## src/rtl/lockin_reader_pkg.sv

```systemverilog
// lockin_reader_pkg
//   Shared types and sizing helpers for lockin_result_reader and its FIFO.
//   Optional feature macro: LOCKIN_READER_TAG_EN (adds a tag word per record).
//   Contents:
//     rd_state_e         read serializer states (IDLE, TAG, FASE, CUAD)
//     TAG_W              width of each tag field (sequence / dropped count)
//     words_per_value    ceil(Q/W) bus words needed for one Q-bit value
//     words_per_record   bus words per complete record (fase + cuad [+ tag])
package lockin_reader_pkg;

    typedef enum logic [1:0] {
        ST_IDLE = 2'd0,
        ST_TAG  = 2'd1,
        ST_FASE = 2'd2,
        ST_CUAD = 2'd3
    } rd_state_e;

    localparam int unsigned TAG_W = 16;

    function automatic int unsigned words_per_value(input int unsigned q, input int unsigned w);
        return (q + w - 1) / w;
    endfunction

    function automatic int unsigned words_per_record(input int unsigned q, input int unsigned w);
`ifdef LOCKIN_READER_TAG_EN
        return 2 * words_per_value(q, w) + 1;
`else
        return 2 * words_per_value(q, w);
`endif
    endfunction

endpackage

```

## src/rtl/sync_fifo_pair.sv

```systemverilog
// sync_fifo_pair
//   Single-clock FIFO holding one lock-in record (cuad/fase pair, plus the
//   sequence tag when tagging is built in) per entry. First-word fall-through:
//   dout always shows the head record.
//   Ports:
//     clk, rst        clock, asynchronous active-high reset
//     push, din       write request and record; ignored while full unless a
//                     pop happens in the same cycle
//     pop             remove head record; ignored while empty
//     dout            head record
//     full, empty     derived from the registered level
//     level           number of stored records (0..DEPTH)
module sync_fifo_pair #(
    parameter int unsigned WIDTH = 100,
    parameter int unsigned DEPTH = 8
) (
    input  logic                       clk,
    input  logic                       rst,
    input  logic                       push,
    input  logic                       pop,
    input  logic [WIDTH-1:0]           din,
    output logic [WIDTH-1:0]           dout,
    output logic                       full,
    output logic                       empty,
    output logic [$clog2(DEPTH):0]     level
);
    import lockin_reader_pkg::*;

    localparam int unsigned AW = $clog2(DEPTH);
    localparam int unsigned LW = AW + 1;

    logic [WIDTH-1:0] mem_q [DEPTH];
    logic [AW-1:0]    wr_ptr_q, wr_ptr_d;
    logic [AW-1:0]    rd_ptr_q, rd_ptr_d;
    logic [LW-1:0]    level_q, level_d;
    logic             do_push, do_pop;

    assign empty = (level_q == '0);
    assign full  = (level_q == LW'(DEPTH));
    assign level = level_q;
    assign dout  = mem_q[rd_ptr_q];

    // A pop frees the head slot in the same cycle, so a push into a full
    // FIFO is still accepted when paired with a pop.
    assign do_pop  = pop && !empty;
    assign do_push = push && (!full || do_pop);

    always_comb begin
        wr_ptr_d = wr_ptr_q;
        rd_ptr_d = rd_ptr_q;
        level_d  = level_q;
        if (do_push) wr_ptr_d = wr_ptr_q + AW'(1);
        if (do_pop)  rd_ptr_d = rd_ptr_q + AW'(1);
        unique case ({do_push, do_pop})
            2'b10:   level_d = level_q + LW'(1);
            2'b01:   level_d = level_q - LW'(1);
            default: level_d = level_q;
        endcase
    end

    always_ff @(posedge clk or posedge rst) begin
        if (rst) begin
            wr_ptr_q <= '0;
            rd_ptr_q <= '0;
            level_q  <= '0;
        end else begin
            wr_ptr_q <= wr_ptr_d;
            rd_ptr_q <= rd_ptr_d;
            level_q  <= level_d;
        end
    end

    // Storage needs no reset: entries are only read once level covers them.
    always_ff @(posedge clk) begin
        if (do_push) mem_q[wr_ptr_q] <= din;
    end

endmodule

```

## src/rtl/lockin_result_reader.sv

```systemverilog
// lockin_result_reader
//   Buffers (phase, quadrature) results from a lockin valid-only output and
//   serializes each record into W_BUS-bit words on a request/valid port.
//   Records arriving while the FIFO is full (and not being popped) are dropped
//   and flagged on the sticky overflow output.
//   Optional feature macro: LOCKIN_READER_TAG_EN -- each record is preceded by
//   a tag word {sequence number, dropped-record count}, both saturating.
//   Ports:
//     clk, reset_n          clock; reset_n is an asynchronous ACTIVE-HIGH reset
//     data_in_fase/_cuad    signed Q_sumas-bit results
//     data_in_valid         one-cycle strobe for the pair
//     rd_req                request next word
//     rd_data, rd_valid     registered word, valid one cycle after rd_req
//     empty, full, level    FIFO status (registered)
//     overflow              sticky drop flag, cleared by clear_overflow
module lockin_result_reader #(
    parameter int unsigned Q_sumas = 50,
    parameter int unsigned W_BUS   = 32,
    parameter int unsigned DEPTH   = 8
) (
    input  logic                    clk,
    input  logic                    reset_n,
    input  logic [Q_sumas-1:0]      data_in_fase,
    input  logic [Q_sumas-1:0]      data_in_cuad,
    input  logic                    data_in_valid,
    input  logic                    rd_req,
    output logic [W_BUS-1:0]        rd_data,
    output logic                    rd_valid,
    output logic                    empty,
    output logic                    full,
    output logic [$clog2(DEPTH):0]  level,
    output logic                    overflow,
    input  logic                    clear_overflow
);
    import lockin_reader_pkg::*;

    localparam int unsigned WPV   = words_per_value(Q_sumas, W_BUS);
    localparam int unsigned IW    = (WPV > 1) ? $clog2(WPV) : 1;
    localparam int unsigned EXT_W = WPV * W_BUS;
`ifdef LOCKIN_READER_TAG_EN
    localparam int unsigned REC_W = 2 * Q_sumas + TAG_W;
`else
    localparam int unsigned REC_W = 2 * Q_sumas;
`endif

    rd_state_e          state_q, state_d;
    logic [IW-1:0]      widx_q, widx_d;
    logic [W_BUS-1:0]   rd_data_q, rd_data_d;
    logic               rd_valid_q, rd_valid_d;
    logic               overflow_q, overflow_d;

    logic [REC_W-1:0]   rec_in, rec_head;
    logic               fifo_full, fifo_empty;
    logic               pop, drop, push_ok;
    logic               serve_fase, serve_cuad;

    logic signed [Q_sumas-1:0] fase_s, cuad_s;
    logic signed [EXT_W-1:0]   fase_ext, cuad_ext;

`ifdef LOCKIN_READER_TAG_EN
    logic [TAG_W-1:0]   seq_q, seq_d;
    logic [TAG_W-1:0]   drop_cnt_q, drop_cnt_d;
    logic               tag_rd;
    assign rec_in = {seq_q, data_in_cuad, data_in_fase};
`else
    assign rec_in = {data_in_cuad, data_in_fase};
`endif

    assign drop    = data_in_valid && fifo_full && !pop;
    assign push_ok = data_in_valid && !drop;

    sync_fifo_pair #(
        .WIDTH (REC_W),
        .DEPTH (DEPTH)
    ) u_fifo (
        .clk   (clk),
        .rst   (reset_n),
        .push  (data_in_valid),
        .pop   (pop),
        .din   (rec_in),
        .dout  (rec_head),
        .full  (fifo_full),
        .empty (fifo_empty),
        .level (level)
    );

    // Size cast of a signed value sign-extends the top word to the bus width.
    assign fase_s   = rec_head[Q_sumas-1:0];
    assign cuad_s   = rec_head[2*Q_sumas-1:Q_sumas];
    assign fase_ext = EXT_W'(fase_s);
    assign cuad_ext = EXT_W'(cuad_s);

    always_comb begin
        state_d    = state_q;
        widx_d     = widx_q;
        rd_data_d  = rd_data_q;
        rd_valid_d = 1'b0;
        pop        = 1'b0;
        serve_fase = 1'b0;
        serve_cuad = 1'b0;
`ifdef LOCKIN_READER_TAG_EN
        tag_rd     = 1'b0;
`endif

        unique case (state_q)
            ST_IDLE: begin
                if (rd_req && !fifo_empty) begin
`ifdef LOCKIN_READER_TAG_EN
                    rd_valid_d = 1'b1;
                    rd_data_d  = W_BUS'({rec_head[REC_W-1 -: TAG_W], drop_cnt_q});
                    tag_rd     = 1'b1;
                    state_d    = ST_FASE;
                    widx_d     = '0;
`else
                    // Without a tag the first word is fase word 0, served
                    // by the shared FASE path below.
                    serve_fase = 1'b1;
`endif
                end
            end
            ST_FASE: serve_fase = rd_req;
            ST_CUAD: serve_cuad = rd_req;
            default: state_d = ST_IDLE;
        endcase

        if (serve_fase) begin
            rd_valid_d = 1'b1;
            rd_data_d  = fase_ext[widx_q*W_BUS +: W_BUS];
            if (widx_q == IW'(WPV - 1)) begin
                state_d = ST_CUAD;
                widx_d  = '0;
            end else begin
                state_d = ST_FASE;
                widx_d  = widx_q + IW'(1);
            end
        end

        if (serve_cuad) begin
            rd_valid_d = 1'b1;
            rd_data_d  = cuad_ext[widx_q*W_BUS +: W_BUS];
            if (widx_q == IW'(WPV - 1)) begin
                pop     = 1'b1;
                state_d = ST_IDLE;
                widx_d  = '0;
            end else begin
                widx_d  = widx_q + IW'(1);
            end
        end
    end

    always_comb begin
        // A drop in the same cycle wins over a clear request.
        overflow_d = overflow_q;
        if (drop)
            overflow_d = 1'b1;
        else if (clear_overflow)
            overflow_d = 1'b0;
    end

`ifdef LOCKIN_READER_TAG_EN
    always_comb begin
        seq_d      = seq_q;
        drop_cnt_d = tag_rd ? '0 : drop_cnt_q;
        if (push_ok && seq_q != '1)
            seq_d = seq_q + TAG_W'(1);
        if (drop && drop_cnt_d != '1)
            drop_cnt_d = drop_cnt_d + TAG_W'(1);
    end

    always_ff @(posedge clk or posedge reset_n) begin
        if (reset_n) begin
            seq_q      <= '0;
            drop_cnt_q <= '0;
        end else begin
            seq_q      <= seq_d;
            drop_cnt_q <= drop_cnt_d;
        end
    end
`endif

    always_ff @(posedge clk or posedge reset_n) begin
        if (reset_n) begin
            state_q    <= ST_IDLE;
            widx_q     <= '0;
            rd_data_q  <= '0;
            rd_valid_q <= 1'b0;
            overflow_q <= 1'b0;
        end else begin
            state_q    <= state_d;
            widx_q     <= widx_d;
            rd_data_q  <= rd_data_d;
            rd_valid_q <= rd_valid_d;
            overflow_q <= overflow_d;
        end
    end

    assign rd_data  = rd_data_q;
    assign rd_valid = rd_valid_q;
    assign overflow = overflow_q;
    assign empty    = fifo_empty;
    assign full     = fifo_full;

endmodule

```

## config.mk

```make
export PLATFORM = sky130hd
export DESIGN_NAME = lockin_result_reader
export DESIGN_NICKNAME = d
export VERILOG_FILES = /design/src/rtl/lockin_reader_pkg.sv /design/src/rtl/sync_fifo_pair.sv /design/src/rtl/lockin_result_reader.sv
export SDC_FILE = /design/constraint.sdc
export NUM_CORES = 1
export LEC_CHECK = 0
export BUFFER_PORTS_ARGS = -buffer_cell sky130_fd_sc_hd__buf_2
export CORE_UTILIZATION = 34
export DETAILED_ROUTE_END_ITERATION = 8
export GPL_TIMING_DRIVEN = 1
export SYNTH_ARGS = -nofsm -noshare
export SYNTH_HDL_FRONTEND = slang
export SYNTH_SLANG_ARGS = --single-unit
```

## constraint.sdc

```tcl
create_clock -name clk -period 9.6 [get_ports clk]
set_input_delay 1.92 -clock clk [delete_from_list [all_inputs] [get_ports clk]]
set_output_delay 1.92 -clock clk [all_outputs]
set_load 0.01 [all_outputs]
```

==> impl_metrics.csv, run 1 <==
group,metric,value,unit
clock_network,cts_post_setup_buffers_inserted,0,
synth,synth_mux_area_share,14.34,%
sta,period_minus_slack,5.287,ns
synth,synth_top_family_by_area,"multiplexers",
synth,postSynthNetCount,1567,
setup_path,critical_path_peak_fanout,50,
outcome,outcome,"finished clean",
synth,yosysSeqAreaShare,78.53,%
clock_network,ctsRootBufferMaster,"clkbuf_16",
synth,count_of_flip_flops_with_a_built_in_enable_after_synthesis,800,
setup_path,worstSetupPathType,"input pin to flip-flop",
synth,synthesized_area_fraction_occupied_by_ao_oa_aoi_and_oai_cells,4.480,%
final_layout,final_common_cell,"edfxtp_1",
sta,timing_worst_slew_pin_value,1.083,ns
synth,synth.avg_cell_area,21.99,um^2
drt,ant_nets,0,
die,floorplan.die.width,309.2,um
die,boundaryPins,145,
synth,synth_area_in_xor_xnor,0.1911,%
drt,routedWlPerCell,24.68,um
sta,clock.fmax,189.1,MHz
clock_network,tritoncts_buffer_count,88,
drt,drt_wl_total,73.47,mm
drt,drt-initial-drc-count,1083,
clock_network,clkLatencyLatePin,0.64,ns
setup_path,startpoint_of_the_worst_slack_reg_to_reg_timing_path,"state_q[1]$_DFF_PP0_",
sta,fin_clk_skew,0.02242,ns
clock_network,cts_htree_levels,3,
power_and_ir_drop,power.density,297.3,mW/mm^2
sta,share_of_the_cycle_needed_by_the_critical_path_after_routing,55.07,%
sta,rsz0062_at_grt,"no",
final_layout,fill_cells,8253,
grt,grt_remaining_overflow,0,
place,gp_routability_congestion,0.7318,
die,row_count,112,
setup_path,required,9.87,ns
die,die_h,309.2,um
sta,report.final.hold_viol_count,0,
synth,cell_count_after_synthesis,1459,
setup_path,crit-reg2reg-capture,"u_fifo.mem_q[3][38]$_DFFE_PP_",
synth,post_synth_fa_ha_maj_area_fraction,0.1170,%
grt,initial_antenna_violation_count,31,
setup_path,crit_arrival,5.56,ns
worst_hold_path,hold-path-endpoint,"rd_data[24]$_DFFE_PP0P_",
drt,dr_total_vias,15238,
clock_network,tritoncts_num_sinks,847,
drt,drtPass1Iterations,6,
synth,synthTopCellsByArea,"edfxtp_1 75%, mux4_2 11%, dfrtp_1 3.7%",
sta,timing.setup.tns,0,ns
power_and_ir_drop,ir_worst_vdd,0.2009,mV
synth,yosysTopAreaCell,"edfxtp_1",
clock_network,clock_tree_from_tritoncts,"built",
synth,ys_ff_latch,847,
final_layout,num-nets-final,1751,
final_layout,mostFrequentLayoutCells,"800 x edfxtp_1, 162 x mux4_2, 144 x buf_2",
drt,detail_route.vias_per_cell,5.119,
power_and_ir_drop,total_leakage_power,12.30,nW
job,cap_viol_max_count,0,
synth,synth_simple_gate_area_share,0.8929,%
place,port-buffer-count,144,
worst_hold_path,worst_hold_path_type,"flip-flop to flip-flop",
synth,yosysTopAreaCellShare,74.87,%
setup_path,crit_path_start_kind,"input pin",
sta,relSlewSlack,27.83,%
die,floorplan.die_area,0.09561,mm^2
grt,vias_in_the_first_global_route,16190,
grt,grt_max_degree,111,
synth,synth_cell_type_count,42,
place,dp_hpwl,41.60,mm
synth,async_flop_share,5.549,%
setup_path,r2r.worst_path.cells,7,
clock_network,cts.repair.resized,0,
die,placeableCoreArea,0.09347,mm^2
final_layout,area_growth_syn_to_layout,15.81,%
setup_path,setup.reg_to_reg.worst_slack,5.11,ns
synth,yosys_most_used_dff,"edfxtp_1",
synth,ys_warn_count,0,
final_layout,post_route_cells_drive_above_1_share,28.58,%
power_and_ir_drop,power.total,0.01105,W
grt,grt_use_total,15.46,%
worst_hold_path,hold_path_startpoint,"rd_data[24]$_DFFE_PP0P_",
sta,report.final.slew_viol_count,0,
clock_network,clock_path_buffers,3,
clock_network,cts_hold_repair.buffers,0,
synth,synthesis.area,0.03209,mm^2
die,initial_core_util,34.33,%
grt,grt_first_pass_wirelength,108.1,mm
clock_network,cts.reportedPaths.clkPinSlew,0.06,ns
setup_path,worstSetupEndpointType,"flip-flop",
drt,number_of_remaining_drc_errors,0,
worst_hold_path,min_path_cells,1,
sta,setup_viol,0,
report_power, final:
| group | switching [W] | internal, W |
|---|---|---|
| registers | 0.000271 | 0.00468 |
| clock network | 0.00141 | 0.00188 |
| logic | 0.00161 | 0.00119 |
| total | 0.00329 | 0.00776 |
registers in the layout, indices dropped and copies added (netlist names):
register	cells
state_q	2
rd_valid	1
overflow	1
widx_q	1
u_fifo.mem_q	800
u_fifo.level	4
u_fifo.rd_ptr_q	3
rd_data	32
u_fifo.wr_ptr_q	3
area by class of cell:
class                           count  area, um^2  share of cell area (%)
Timing Repair Buffer              174       996.0                   2.680
Antenna cell                        5       12.51                 0.03367
Clock buffer                      114        2350                   6.323
Multi-Input combinational cell    526        6539                   17.60
Sequential cell                   847       25210                   67.83
Tap cell                         1254        1569                   4.222
Inverter                            6       23.77                 0.06397
Clock inverter                     51       464.2                   1.249
worst max-delay path: stages:
cell	delay, ns
buf_2	0.21
nand4_1	0.14
buf_4	0.29
a21boi_1	0.51
nand2_1	0.38
nor2_4	0.60
buf_4	0.72
buf_4	0.61
worst max-delay path by stage:
stage	start	endpoint	slack, ns	cells after the start
floorplan	rd_req	u_fifo.mem_q[7][0]$_DFFE_PP_	1.98	5
global route	rd_req	u_fifo.mem_q[4][43]$_DFFE_PP_	4.04	8
finish	rd_req	u_fifo.mem_q[3][38]$_DFFE_PP_	4.31	8
CTS	rd_req	u_fifo.mem_q[3][12]$_DFFE_PP_	4.24	8
detailed placement	rd_req	u_fifo.mem_q[3][12]$_DFFE_PP_	3.56	8
global placement	rd_req	u_fifo.mem_q[3][11]$_DFFE_PP_	3.61	8
Yosys cell counts, types with 3 or more instances:
| master | count |
|---|---|
| dfrtp_1 | 47 |
| nor2_1 | 11 |
| nand3_1 | 3 |
| nand2b_1 | 4 |
| a31oi_1 | 3 |
| mux4_2 | 162 |
| xnor2_1 | 4 |
| a21oi_1 | 34 |
| o22ai_1 | 17 |
| a211o_1 | 32 |
| xor2_1 | 3 |
| clkbuf_1 | 22 |
| nand2_1 | 29 |
| o21ai_0 | 3 |
| mux2i_1 | 93 |
| buf_2 | 37 |
| buf_4 | 13 |
| edfxtp_1 | 800 |
| inv_1 | 5 |
| buf_6 | 6 |
| ha_1 | 3 |
| a22oi_1 | 102 |
through the flow:
| stage | instance area (um^2) | worst slack [ns] | util (%) | instances | hold slack [ns] |
|---|---|---|---|---|---|
| floorplan | 32100 | 1.983 | - | 1459 | 0.4805 |
| global placement | 34340 | 3.608 | 36.73 | 2807 | 0.4666 |
| detailed placement | 34340 | 3.562 | 36.73 | 2807 | 0.4715 |
| CTS | 37150 | 4.243 | 39.74 | 2972 | 0.4854 |
| global route | 37150 | 4.044 | 39.75 | 2974 | 0.5051 |
| finish | 37160 | 4.313 | 39.76 | 2977 | 0.4819 |
layer usage:
metal,track usage (%),routed length (um),up-vias
met5,0,88,-
met1,19.93,30500,8066
met2,26.02,36520,452
met4,5.307,1944,16
li1,-,-,6556
met3,3.101,4413,148
logic make-up (layout without fill, tap and decap cells):
kind of cell    after synthesis  in the layout
other cells                   0              5
flops                       847            847
buf+inv                      86            345
simple gates                 61             61
xor+xnor                      7              7
compound gates              198            198
mux                         257            257
fa+ha+maj                     3              3
Power figures use the tool's default switching activity.
==> run 2: changes to the inputs <==
==> constraint.sdc (replaced) <==
create_clock -name clk -period 4.3 [get_ports clk]
set_input_delay 0.86 -clock clk [delete_from_list [all_inputs] [get_ports clk]]
set_output_delay 0.86 -clock clk [all_outputs]
set_load 0.01 [all_outputs]
==> run 2 against run 1 <==
  * Worst hold slack lost 0.18 ns
  * Clock skew shrank 0.0010 ns
  * Final area grew 0.43%
  * Global-route usage grew 0.25 points
  * Routed wire length grew 1.6%
  * Final cell count shrank 0.17%
  * Count of clock-buffer cells in the layout shrank 16
  * Register-to-register slack lost 3.8 ns
  * Critical path depth shrank 6
  * Highest routed layer unchanged
  * Clock power grew 120%
==> impl_metrics.csv, run 2 (same netlist as run 1, synthesis figures left out) <==
group,metric,value,unit
outcome,outcome,"finished clean",
sta,relSlewSlack,26.58,%
die,placeableCoreArea,0.09347,mm^2
place,placed_cells,2815,
sta,share_of_the_cycle_needed_by_the_critical_path_after_routing,74.65,%
final_layout,final_common_cell,"edfxtp_1",
die,initial_core_util,34.33,%
clock_network,cts_hold_repair.buffers,0,
final_layout,fill_cells,8174,
setup_path,worstSetupEndpointType,"output port",
grt,vias_in_the_first_global_route,16122,
clock_network,cts.reportedPaths.clkPinSlew,0.06,ns
die,boundaryPins,145,
setup_path,crit_arrival,2.35,ns
final_layout,largest_register_ff_count,800,
sta,report.final.slew_viol_count,0,
power_and_ir_drop,netSwitchingFraction,29.88,%
power_and_ir_drop,power.combinational.fraction,25.8,%
power_and_ir_drop,pwr-share-seq,44.8,%
die,die_h,309.2,um
clock_network,tritoncts_num_sinks,847,
grt,grt_first_pass_wirelength,109.6,mm
sta,rsz0062_at_grt,"no",
setup_path,crit_path_start_kind,"flip-flop",
die,row_count,112,
sta,period_minus_slack,3.210,ns
clock_network,clock_path_buffers,3,
final_layout,layout.cells.non_filler,2972,
power_and_ir_drop,power.total,0.02486,W
final_layout,post_route_cells_drive_above_1_share,29.08,%
grt,grt_use_total,15.71,%
power_and_ir_drop,power.clock.fraction,29.4,%
sta,timing.setup.tns,0,ns
drt,ant_nets,0,
worst_hold_path,worst_hold_path_type,"input pin to asynchronous set/reset pin",
clock_network,ctsRootBufferMaster,"clkbuf_16",
sta,setup_viol,0,
grt,grt_remaining_overflow,0,
sta,fin_clk_skew,0.02137,ns
final_layout,area_growth_syn_to_layout,16.31,%
place,gp_routability_congestion,0.7626,
die,floorplan.die.width,309.2,um
final_layout,mostFrequentLayoutCells,"800 x edfxtp_1, 162 x mux4_2, 144 x buf_2",
setup_path,required,3.44,ns
power_and_ir_drop,power.density,666.0,mW/mm^2
clock_network,cts_post_setup_buffers_inserted,0,
drt,dr_total_vias,15349,
clock_network,tritoncts_buffer_count,85,
clock_network,cts.repair.resized,0,
sta,timing_worst_slew_pin_value,1.099,ns
power_and_ir_drop,internal-power,0.01743,W
power_and_ir_drop,total_leakage_power,12.36,nW
clock_network,clkLatencyLatePin,0.65,ns
drt,drtPass1Iterations,6,
sta,clock.fmax,311.5,MHz
setup_path,critical_path_peak_fanout,7,
sta,report.final.hold_viol_count,0,
grt,grt_max_degree,120,
clock_network,cts_htree_levels,3,
final_layout,layout.core_utilization,39.93,%
final_layout,largest_register,"u_fifo.mem_q",
drt,number_of_remaining_drc_errors,0,
die,floorplan.die_area,0.09561,mm^2
drt,drt-initial-drc-count,1340,
place,port-buffer-count,144,
setup_path,worstSetupPathType,"flip-flop to output port",
setup_path,setup.reg_to_reg.worst_slack,1.27,ns
grt,initial_antenna_violation_count,21,
drt,drt_wl_total,74.66,mm
drt,detail_route.vias_per_cell,5.165,
drt,routedWlPerCell,25.12,um
job,cap_viol_max_count,0,
place,dp_hpwl,43.08,mm
power_and_ir_drop,switching_power,0.007428,W
final_layout,num-nets-final,1756,
clock_network,clock_tree_from_tritoncts,"built",
power_and_ir_drop,ir_worst_vdd,0.3996,mV
[run 2: critical path, stage by stage (launching register included)]
cell,delay (ns)
dfrtp_1,0.47
nor4b_1,0.92
buf_2,0.33
[run 2: area by class of cell]
cell class	instances	area (um^2)	area share [%]
Sequential cell	847	25210	67.54
Multi-Input combinational cell	526	6558	17.57
Clock buffer	98	2217	5.940
Tap cell	1254	1569	4.204
Timing Repair Buffer	182	1194	3.198
Clock inverter	57	549.3	1.472
Inverter	6	23.77	0.06369
Antenna cell	2	5.005	0.01341
[run 2: path summary, 6_finish.rpt]
kind                                                start                              to  cells past startpoint
hold reg to reg                   rd_data[17]$_DFFE_PP0P_         rd_data[17]$_DFFE_PP0P_                      1
min in group clk                           clear_overflow            overflow$_DFFE_PP0P_                      2
setup reg to reg           u_fifo.rd_ptr_q[2]$_DFFE_PP0N_          rd_data[7]$_DFFE_PP0P_                      5
max in group asynchronous                         reset_n  u_fifo.rd_ptr_q[2]$_DFFE_PP0N_                      3
hold / removal                                    reset_n          rd_data[1]$_DFFE_PP0P_                      2
setup / recovery              u_fifo.level[0]$_DFFE_PP0P_                            full                      2
[run 2: layer usage]
| metal | vias up | track usage [%] | part of all wire, % |
|---|---|---|---|
| met5 | - | 0 | 0.078 |
| met4 | 8 | 3.845 | 1.6 |
| met3 | 115 | 3.491 | 6.6 |
| met2 | 469 | 25.81 | 49 |
| met1 | 8200 | 21.20 | 43 |
| li1 | 6557 | - | - |
[run 2: through the flow]
stage | instance area, um^2 | setup slack [ns] | hold WS (ns)
2_1_floorplan | 32160 | -0.4026 | 0.4900
6_report | 37320 | 1.090 | 0.3030
3_5_place_dp | 34550 | 0.9332 | 0.4783
5_1_grt | 37320 | 0.9767 | 0.3355
3_3_place_gp | 34550 | 0.9947 | 0.4730
4_1_cts | 37320 | 1.023 | 0.2924
[run 2: power by group through the flow]
stage / logic [W] / registers [W] / clock network [W]
6_report: 0.00641 / 0.0111 / 0.00731
5_1_grt: 0.00691 / 0.0113 / 0.00776
4_1_cts: 0.00659 / 0.0112 / 0.00746
3_5_place_dp: 0.00657 / 0.0113 / 0
3_3_place_gp: 0.00652 / 0.0113 / 0
2_1_floorplan: 0.00453 / 0.0110 / 0
